File: config.mk
export PLATFORM = sky130hd
export DESIGN_NAME = rnd_rb_wlock
export DESIGN_NICKNAME = d
export VERILOG_FILES = /design/src/rtl/rnd_rb_wlock_pkg.sv /design/src/rtl/rnd_rb_scal.sv /design/src/rtl/rnd_rb_wlock.sv
export SDC_FILE = /design/constraint.sdc
export NUM_CORES = 1
export LEC_CHECK = 0
export CAP_MARGIN = 0
export CORE_MARGIN = 5
export CORE_UTILIZATION = 30
export CTS_CLUSTER_DIAMETER = 120
export DETAILED_ROUTE_END_ITERATION = 6
export PLACE_DENSITY = 0.5
export SYNTH_ARGS = -nofsm -noshare
export SYNTH_HDL_FRONTEND = slang
export SYNTH_SLANG_ARGS = --single-unit
File: constraint.sdc
create_clock -name clk -period 5.81 [get_ports clk]
set_input_delay 1.162 -clock clk [delete_from_list [all_inputs] [get_ports clk]]
set_output_delay 1.162 -clock clk [all_outputs]
set_load 0.01 [all_outputs]
File: src/rtl/rnd_rb_wlock_pkg.sv
// Shared definitions for the weighted round-robin frame-lock arbiter:
// state encoding and the modulo-N pointer increment.
package rnd_rb_wlock_pkg;

  typedef logic [0:0] state_t;

  localparam state_t ST_IDLE = 1'b0;
  localparam state_t ST_LOCK = 1'b1;

  // Increment an index modulo n; n-1 wraps to 0 so non-power-of-two
  // widths never produce an out-of-range pointer.
  function automatic int wrap_inc(input int idx, input int n);
    return (idx + 1 >= n) ? 0 : idx + 1;
  endfunction

endpackage

File: src/rtl/rnd_rb_scal.sv
// Combinational rotating-priority arbiter. Searches rr_vec_in upward from
// rr_priority, wrapping at RR_WIDTH-1, and returns the first set bit as
// both a one-hot vector and a binary index.
module rnd_rb_scal #(
  parameter int RR_WIDTH    = 4,
  parameter int RR_WIDTH_L2 = $clog2(RR_WIDTH)
) (
  input  logic [RR_WIDTH-1:0]    rr_vec_in,
  input  logic [RR_WIDTH_L2-1:0] rr_priority,
  output logic [RR_WIDTH-1:0]    rr_vec_out,
  output logic [RR_WIDTH_L2-1:0] rr_bin_out
);

  logic found;
  int   idx;

  // Walk the requesters in priority order and latch onto the first one set
  always_comb begin
    rr_vec_out = '0;
    rr_bin_out = '0;
    found      = 1'b0;
    idx        = 0;
    for (int k = 0; k < RR_WIDTH; k++) begin
      idx = int'(rr_priority) + k;
      if (idx >= RR_WIDTH) idx = idx - RR_WIDTH;
      if (!found && rr_vec_in[idx]) begin
        found           = 1'b1;
        rr_vec_out[idx] = 1'b1;
        rr_bin_out      = RR_WIDTH_L2'(idx);
      end
    end
  end

endmodule

File: src/rtl/rnd_rb_wlock.sv
// Weighted round-robin arbiter with frame lock. The grant is held until the
// winner's frame ends; a winner may keep the grant for up to its weight in
// frames, after which priority rotates past it. Handoff is bubble-free:
// the release cycle already re-arbitrates with the advanced pointer.
module rnd_rb_wlock
  import rnd_rb_wlock_pkg::*;
#(
  parameter int RR_WIDTH    = 4,
  parameter int RR_WIDTH_L2 = $clog2(RR_WIDTH),
  parameter int WEIGHT_W    = 4
) (
  input  logic                         clk,
  input  logic                         rstn,
  input  logic [RR_WIDTH-1:0]          rr_req,
  input  logic [RR_WIDTH-1:0]          rr_last,
  input  logic                         rr_ack,
  input  logic [RR_WIDTH*WEIGHT_W-1:0] rr_weight,
  output logic [RR_WIDTH-1:0]          rr_gnt_vec,
  output logic [RR_WIDTH_L2-1:0]       rr_gnt_bin,
  output logic                         rr_gnt_vld,
  output logic                         rr_err
);

  state_t                 state_reg, state_next;
  logic [RR_WIDTH_L2-1:0] ptr_reg, ptr_next, ptr_inc;
  logic [WEIGHT_W-1:0]    credit_reg, credit_next;
  logic [RR_WIDTH-1:0]    gnt_vec_reg, gnt_vec_next;
  logic [RR_WIDTH_L2-1:0] gnt_bin_reg, gnt_bin_next;
  logic                   err_reg, err_next;

  logic [RR_WIDTH-1:0]    arb_vec;
  logic [RR_WIDTH_L2-1:0] arb_bin;
  logic [WEIGHT_W-1:0]    arb_credit;
  logic [WEIGHT_W-1:0]    weight_arr [RR_WIDTH];

  logic locked, any_req, frame_end, abort, keep, rel_grant;

  // Split the packed weight bus into one field per requester
  for (genvar gi = 0; gi < RR_WIDTH; gi++) begin : g_weight
    assign weight_arr[gi] = rr_weight[gi*WEIGHT_W +: WEIGHT_W];
  end

  // Frame-end, abort and release detection plus pointer advance
  always_comb begin
    locked    = (state_reg == ST_LOCK);
    any_req   = |rr_req;
    frame_end = locked && rr_ack && rr_last[gnt_bin_reg];
    abort     = locked && !rr_req[gnt_bin_reg] && !frame_end;
    keep      = frame_end && (credit_reg > WEIGHT_W'(1)) && rr_req[gnt_bin_reg];
    rel_grant = (frame_end && !keep) || abort;
    ptr_inc   = RR_WIDTH_L2'(wrap_inc(int'(gnt_bin_reg), RR_WIDTH));
    ptr_next  = rel_grant ? ptr_inc : ptr_reg;
  end

  // Arbitration runs on the pointer the next cycle will hold, so a release
  // and the following grant happen in the same cycle
  rnd_rb_scal #(
    .RR_WIDTH   (RR_WIDTH),
    .RR_WIDTH_L2(RR_WIDTH_L2)
  ) u_scal (
    .rr_vec_in  (rr_req),
    .rr_priority(ptr_next),
    .rr_vec_out (arb_vec),
    .rr_bin_out (arb_bin)
  );

  // Winner's weight, with a programmed 0 treated as one frame
  always_comb begin
    arb_credit = weight_arr[arb_bin];
    if (arb_credit == '0) arb_credit = WEIGHT_W'(1);
  end

  // State register and rotation pointer
  always_ff @(posedge clk or negedge rstn) begin
    if (!rstn) begin
      state_reg <= ST_IDLE;
      ptr_reg   <= '0;
    end else begin
      state_reg <= state_next;
      ptr_reg   <= ptr_next;
    end
  end

  // Next-state: lock on any request, drop to idle when a release finds nobody
  always_comb begin
    state_next = state_reg;
    case (state_reg)
      ST_IDLE: if (any_req) state_next = ST_LOCK;
      ST_LOCK: if (rel_grant && !any_req) state_next = ST_IDLE;
      default: state_next = ST_IDLE;
    endcase
  end

  // Grant, credit and error updates: load a new winner, burn a credit, or hold
  always_comb begin
    gnt_vec_next = gnt_vec_reg;
    gnt_bin_next = gnt_bin_reg;
    credit_next  = credit_reg;
    err_next     = err_reg | abort;
    if (!locked || rel_grant) begin
      if (any_req) begin
        gnt_vec_next = arb_vec;
        gnt_bin_next = arb_bin;
        credit_next  = arb_credit;
      end else begin
        gnt_vec_next = '0;
        gnt_bin_next = '0;
        credit_next  = '0;
      end
    end else if (keep) begin
      credit_next = credit_reg - WEIGHT_W'(1);
    end
  end

  // Grant, credit and sticky error registers
  always_ff @(posedge clk or negedge rstn) begin
    if (!rstn) begin
      gnt_vec_reg <= '0;
      gnt_bin_reg <= '0;
      credit_reg  <= '0;
      err_reg     <= 1'b0;
    end else begin
      gnt_vec_reg <= gnt_vec_next;
      gnt_bin_reg <= gnt_bin_next;
      credit_reg  <= credit_next;
      err_reg     <= err_next;
    end
  end

  assign rr_gnt_vec = gnt_vec_reg;
  assign rr_gnt_bin = gnt_bin_reg;
  assign rr_gnt_vld = (state_reg == ST_LOCK);
  assign rr_err     = err_reg;

endmodule

# Word-level counts from Yosys, hierarchy flattened
# Cells that the tools add are included.
[word_totals]
register_bits = 14
out_inout_bits = 8
word_cells = 118
[classes]
addsub = 9
n_lt_le_gt_ge = 16
mux = 53
n_bitwise = 6
reduce_logical = 28
[ops]
columns = ["operator", "count"]
rows = [
  [">= comparator 32 x 1 -> 1 bit, second input constant", 4],
  ["less-than comparator 32 x 4 -> 1 bit, second input constant", 4],
  ["2-to-1 mux 32 bit", 4],
  [">= comparator 32 x 4 -> 1 bit, second input constant", 3],
  ["subtractor 32 x 4 -> 32 bit, second input constant", 3],
  ["2-to-1 mux 4 bit", 11],
  ["2-to-1 mux 1 bit", 19],
  ["logical AND 1 bit", 15],
  ["2-to-1 mux 2 bit", 7],
  ["binary-select mux 1 bit (select 2 bit)", 6],
  ["bitwise OR 4 bit", 3],
  ["binary-select mux 4 bit (select 2 bit)", 1],
  ["demux 1 bit (select 2 bit)", 4],
  ["logical NOT 1 bit", 8],
  ["adder 2 x 1 -> 3 bit, second input constant", 2],
  ["adder 2 x 2 -> 3 bit, second input constant", 2],
  [">= comparator 3 bit, second input constant", 2],
  ["> comparator 4 x 1 -> 1 bit, second input constant", 1],
  ["logical NOT 4 bit", 1],
  ["OR reduction 4 bit", 1],
  ["subtractor 2 x 3 -> 4 bit, second input constant", 1],
  ["subtractor 4 x 1 -> 4 bit, second input constant", 1],
  [">= comparator 2 x 3 -> 1 bit, second input constant", 1],
  ["less-than comparator 2 x 3 -> 1 bit, second input constant", 1],
  ["other kinds (6)", 7],
]

# Depth between registers and ports, before layout
[depth]
ltp_word = 32
mapped_depth = 17

# Cells and area by module
# A second synthesis with hierarchy kept.
[hier_totals]
hier_cells = 138
area_unflattened_um2 = 1351.3
[modules_own_cells]
columns = ["module", "instances", "cells_per_inst", "area_each_um2", "seq_area_each_um2"]
rows = [
  ["rnd_rb_wlock", 1, 87, 873.3, 350.3],
  ["rnd_rb_scal", 1, 51, 478.0, 0.0],
]

# Worst setup path after synthesis
# OpenSTA, ideal clock, no wires.
[synth_timing]
path_kind = "input -> register"
start = "input port rr_req[0]"
end = "register credit_reg[1]"
arrival_ns = 4.338
setup_slack_ns = 1.346
path_stages = 16
path_buffers = 3
cell_sequence = "buf_2 -> mux2_2 -> or2_1 -> o2111a_1 -> nor2_2 -> inv_1 -> ha_1 -> clkbuf_1 -> mux2i_1 -> nor2_1 -> o2bb2ai_1 -> o211ai_1 -> buf_2 -> mux2i_1 -> nor3b_1 -> o32a_1"
[synth_between]
elab_chain_len = 30
elab_cells_between_ends = 61
cone_classes = "add/sub (7); order compare (4); mux (32); bitwise (1); reduce/logical (17)"
[synth_lines]
columns = ["element", "line_no", "text"]
rows = [
  ["start: declaration", "rnd_rb_wlock.sv:14", "input logic [RR_WIDTH-1:0] rr_req,"],
  ["branches (longest 30 deep; another with subtractor 32 x 4 -> 32 bit)", "-", ""],
  ["end signal: assignment", "rnd_rb_wlock.sv:125", "credit_reg <= credit_next;"],
  ["end: declaration", "rnd_rb_wlock.sv:26", "logic [WEIGHT_W-1:0] credit_reg, credit_next;"],
]
# Parallel ways; which one is timed is not known. The select of a mux whose other input is x is not followed.
# A chain may end at the register's enable or synchronous reset.

# Worst setup path after layout
[layout_timing]
start = "input port rr_req[2]"
end = "register credit_reg[1]"
# The elaborated chain is that of the path after synthesis.

==> run metrics <==
number of stages on the worst setup path=16; outcome=finished clean; async set-reset flop share out of synthesis=1.00; Tcrit/Tclk final=0.843; clock-pin slew on the worst setup and hold paths=around 0.05 ns; post-synth top area share=0.247; RSZ-0062 raised after global routing=false; Pins Over Slew Limit=0; fillers=468; Synth area leaders=dfrtp_1 (25%), ha_1 (9.7%), mux2i_1 (9.2%); Hold Crit Class=reg2reg; Rows=25; initial antenna violation count=0; Pleak=0.780 nW; Via Count=1373; I/O Buffers=34; worst reg2reg path depth=15; kind of critical path=in2reg; Syn Nets=204; first-pass GRT wire length=around 6500 µm; Critical Path End=credit_reg[1]; number of max-cap violations=0; ratio of cells with drive above 1 in the final layout=0.0812; CTS Root Cell=clkbuf_8; PnR worst setup slack=0.913 ns; Worst Path Required=5.94 ns; Top Family by Delay on Critical Path=buffers and inverters; H-Tree Depth=1; register area share after synthesis=0.247; vias per cell=between 5 and 6; reg-to-reg critical path startpoint=rr_gnt_bin[0]; Period minus WS final=4.90 ns; die area=6200 µm²; Slew headroom=0.567; grt ovf=0; Critical Path Start Type=primary input; core area=4660 µm²; nets=237; postcts setup bufs=0; io pins=35; pwr dens=629 nW/µm²; starting density of the core=0.304; crit-path cells=clkdlybuf4s50_1 -> mux2_2 -> or2_1 -> o2111a_1 -> nor2_2 -> buf_4 -> inv_1 -> ha_1 -> mux2i_1 -> nor2_1 -> o2bb2ai_1 -> o211ai_1 -> buf_4 -> mux2i_1 -> nor3b_1 -> o32a_1; Fin Clk Skew=0.00128 ns; Antenna Cells=0; clock latency on the worst-skew pair=0.25 ns; Max rail drop VDD=around 0.26 mV; biggest area consumer among synthesized cells=dfrtp_1; Worst Path Max Fanout=12; end-of-flow core utilization=0.397; Tot GR Track Use=0.131; Crit. End Element=register; RR Endpoint=credit_reg[1]; combined buffer and inverter count along the critical path=4; Worst Tran Pin Value=0.647 ns; Post-synth EDFFs=0; CTS tree=built; Ys Warns=0; max incr delay on CP=0.61 ns; Mapped Area=1420 µm²; most frequent cells in the layout=clkdlybuf4s50_1 (34), nor2_1 (18), dfrtp_1 (14); Setup TNS=0 ns; die span in x=a little under 80 µm; dpl ws=0.666 ns; DRC=0; commonest non-fill, non-tap cell in the layout=clkdlybuf4s50_1; pin count of the biggest net entering global routing=15; Final HPWL DP=3090 µm; crit path DAT=5.03 ns; Num CTS Buffers=3; fmax=204 MHz; Syn Inst Count=166; clk buf depth=2; Worst R2R Setup Slack=1.85 ns; clock sink count=14; drt total wl=roughly 3900 µm; endpoints failing hold=0; fin cells=between 200 and 300; synth unique cells=between 50 and 60; post-detailed-route count of antenna-violating nets=0; hold buffer count at cts=0; first drt pass iteration count=4; Area growth syn-to-layout=30.4%; CP Launch Point=rr_req[2]; Yosys reg bits=14; Final GP Congestion=0.814; initial DRC count=84; Avg Cell Area, Syn=~8.5 µm²; post-cts resize count=0; cell count after placement=248; WL/cell=roughly 16 µm; CP max-delay cell=clkdlybuf4s50_1; Synth Flop Type=dfrtp_1; vias in the first global route=1349; final setup vio count=0; Die H=78.7 µm
synthesized netlist by cell type (3+ instances only):
cell type,n
inv_1,8
clkbuf_1,6
a31oi_1,5
o21ai_0,6
ha_1,11
nand2_1,9
nor3_1,10
mux2i_1,13
nand3_1,7
a21oi_1,6
dfrtp_1,14
nor2_1,18
a222oi_1,4
nand2b_1,3
worst reg2reg max path: cells and delay by family, from the launching register on:
kind	cells	cell delay [ns]
mux	3	1.11
compound gates	4	0.87
flops	1	0.50
buf+inv	3	0.49
fa+ha+maj	1	0.43
simple gates	4	0.42
report_power, final:
group	leakage [nW]	internal, mW	switching, mW
sequential	0.159	0.146	0.0427
combinational	0.600	0.405	0.491
clock	0.0216	0.0459	0.0338
area by class of cell:
cell class	instances	area, µm²	area share
repair buffers	36	355	0.192
inverters	9	36.3	0.0196
multi-input cells	135	998	0.540
flip-flops and latches	14	350	0.189
well taps	54	67.6	0.0365
clock buffers	3	41.3	0.0223
per-layer routing:
layer  GRT usage  wire length (µm)
met1       0.167              1780
met2       0.219              1930
met3      0.0306               162
met4      0.0420                56
met5           0                 0
stage by stage:
stage	instance area (µm²)	hold slack [ns]	power, mW
6_report	1850	0.471	1.16
5_1_grt	1850	0.490	1.27
4_1_cts	1850	0.479	1.17
3_5_place_dp	1810	0.463	1.08
3_3_place_gp	1810	0.464	1.09
2_1_floorplan	1420	0.490	0.854
cell families (layout without fill, tap and decap cells):
logic type	after synthesis	in the layout	synth area share
AND/OR/NAND/NOR	61	61	0.212
buffers and inverters	17	48	0.0485
adder cells (fa/ha/maj)	11	11	0.0971
multiplexers	18	18	0.147
AO/OA/AOI/OAI	45	45	0.248
flip-flops	14	14	0.247
worst min-delay path by stage:
stage             startpoint            end  slack [ns]  cells past startpoint
6_report              rr_err         rr_err        0.47                      1
5_1_grt               rr_err         rr_err        0.49                      1
4_1_cts               rr_err         rr_err        0.48                      1
3_5_place_dp          rr_err         rr_err        0.46                      1
3_3_place_gp          rr_err         rr_err        0.46                      1
2_1_floorplan  credit_reg[3]  credit_reg[3]        0.49                      2
Note: power is estimated with default switching activity, not from simulation.
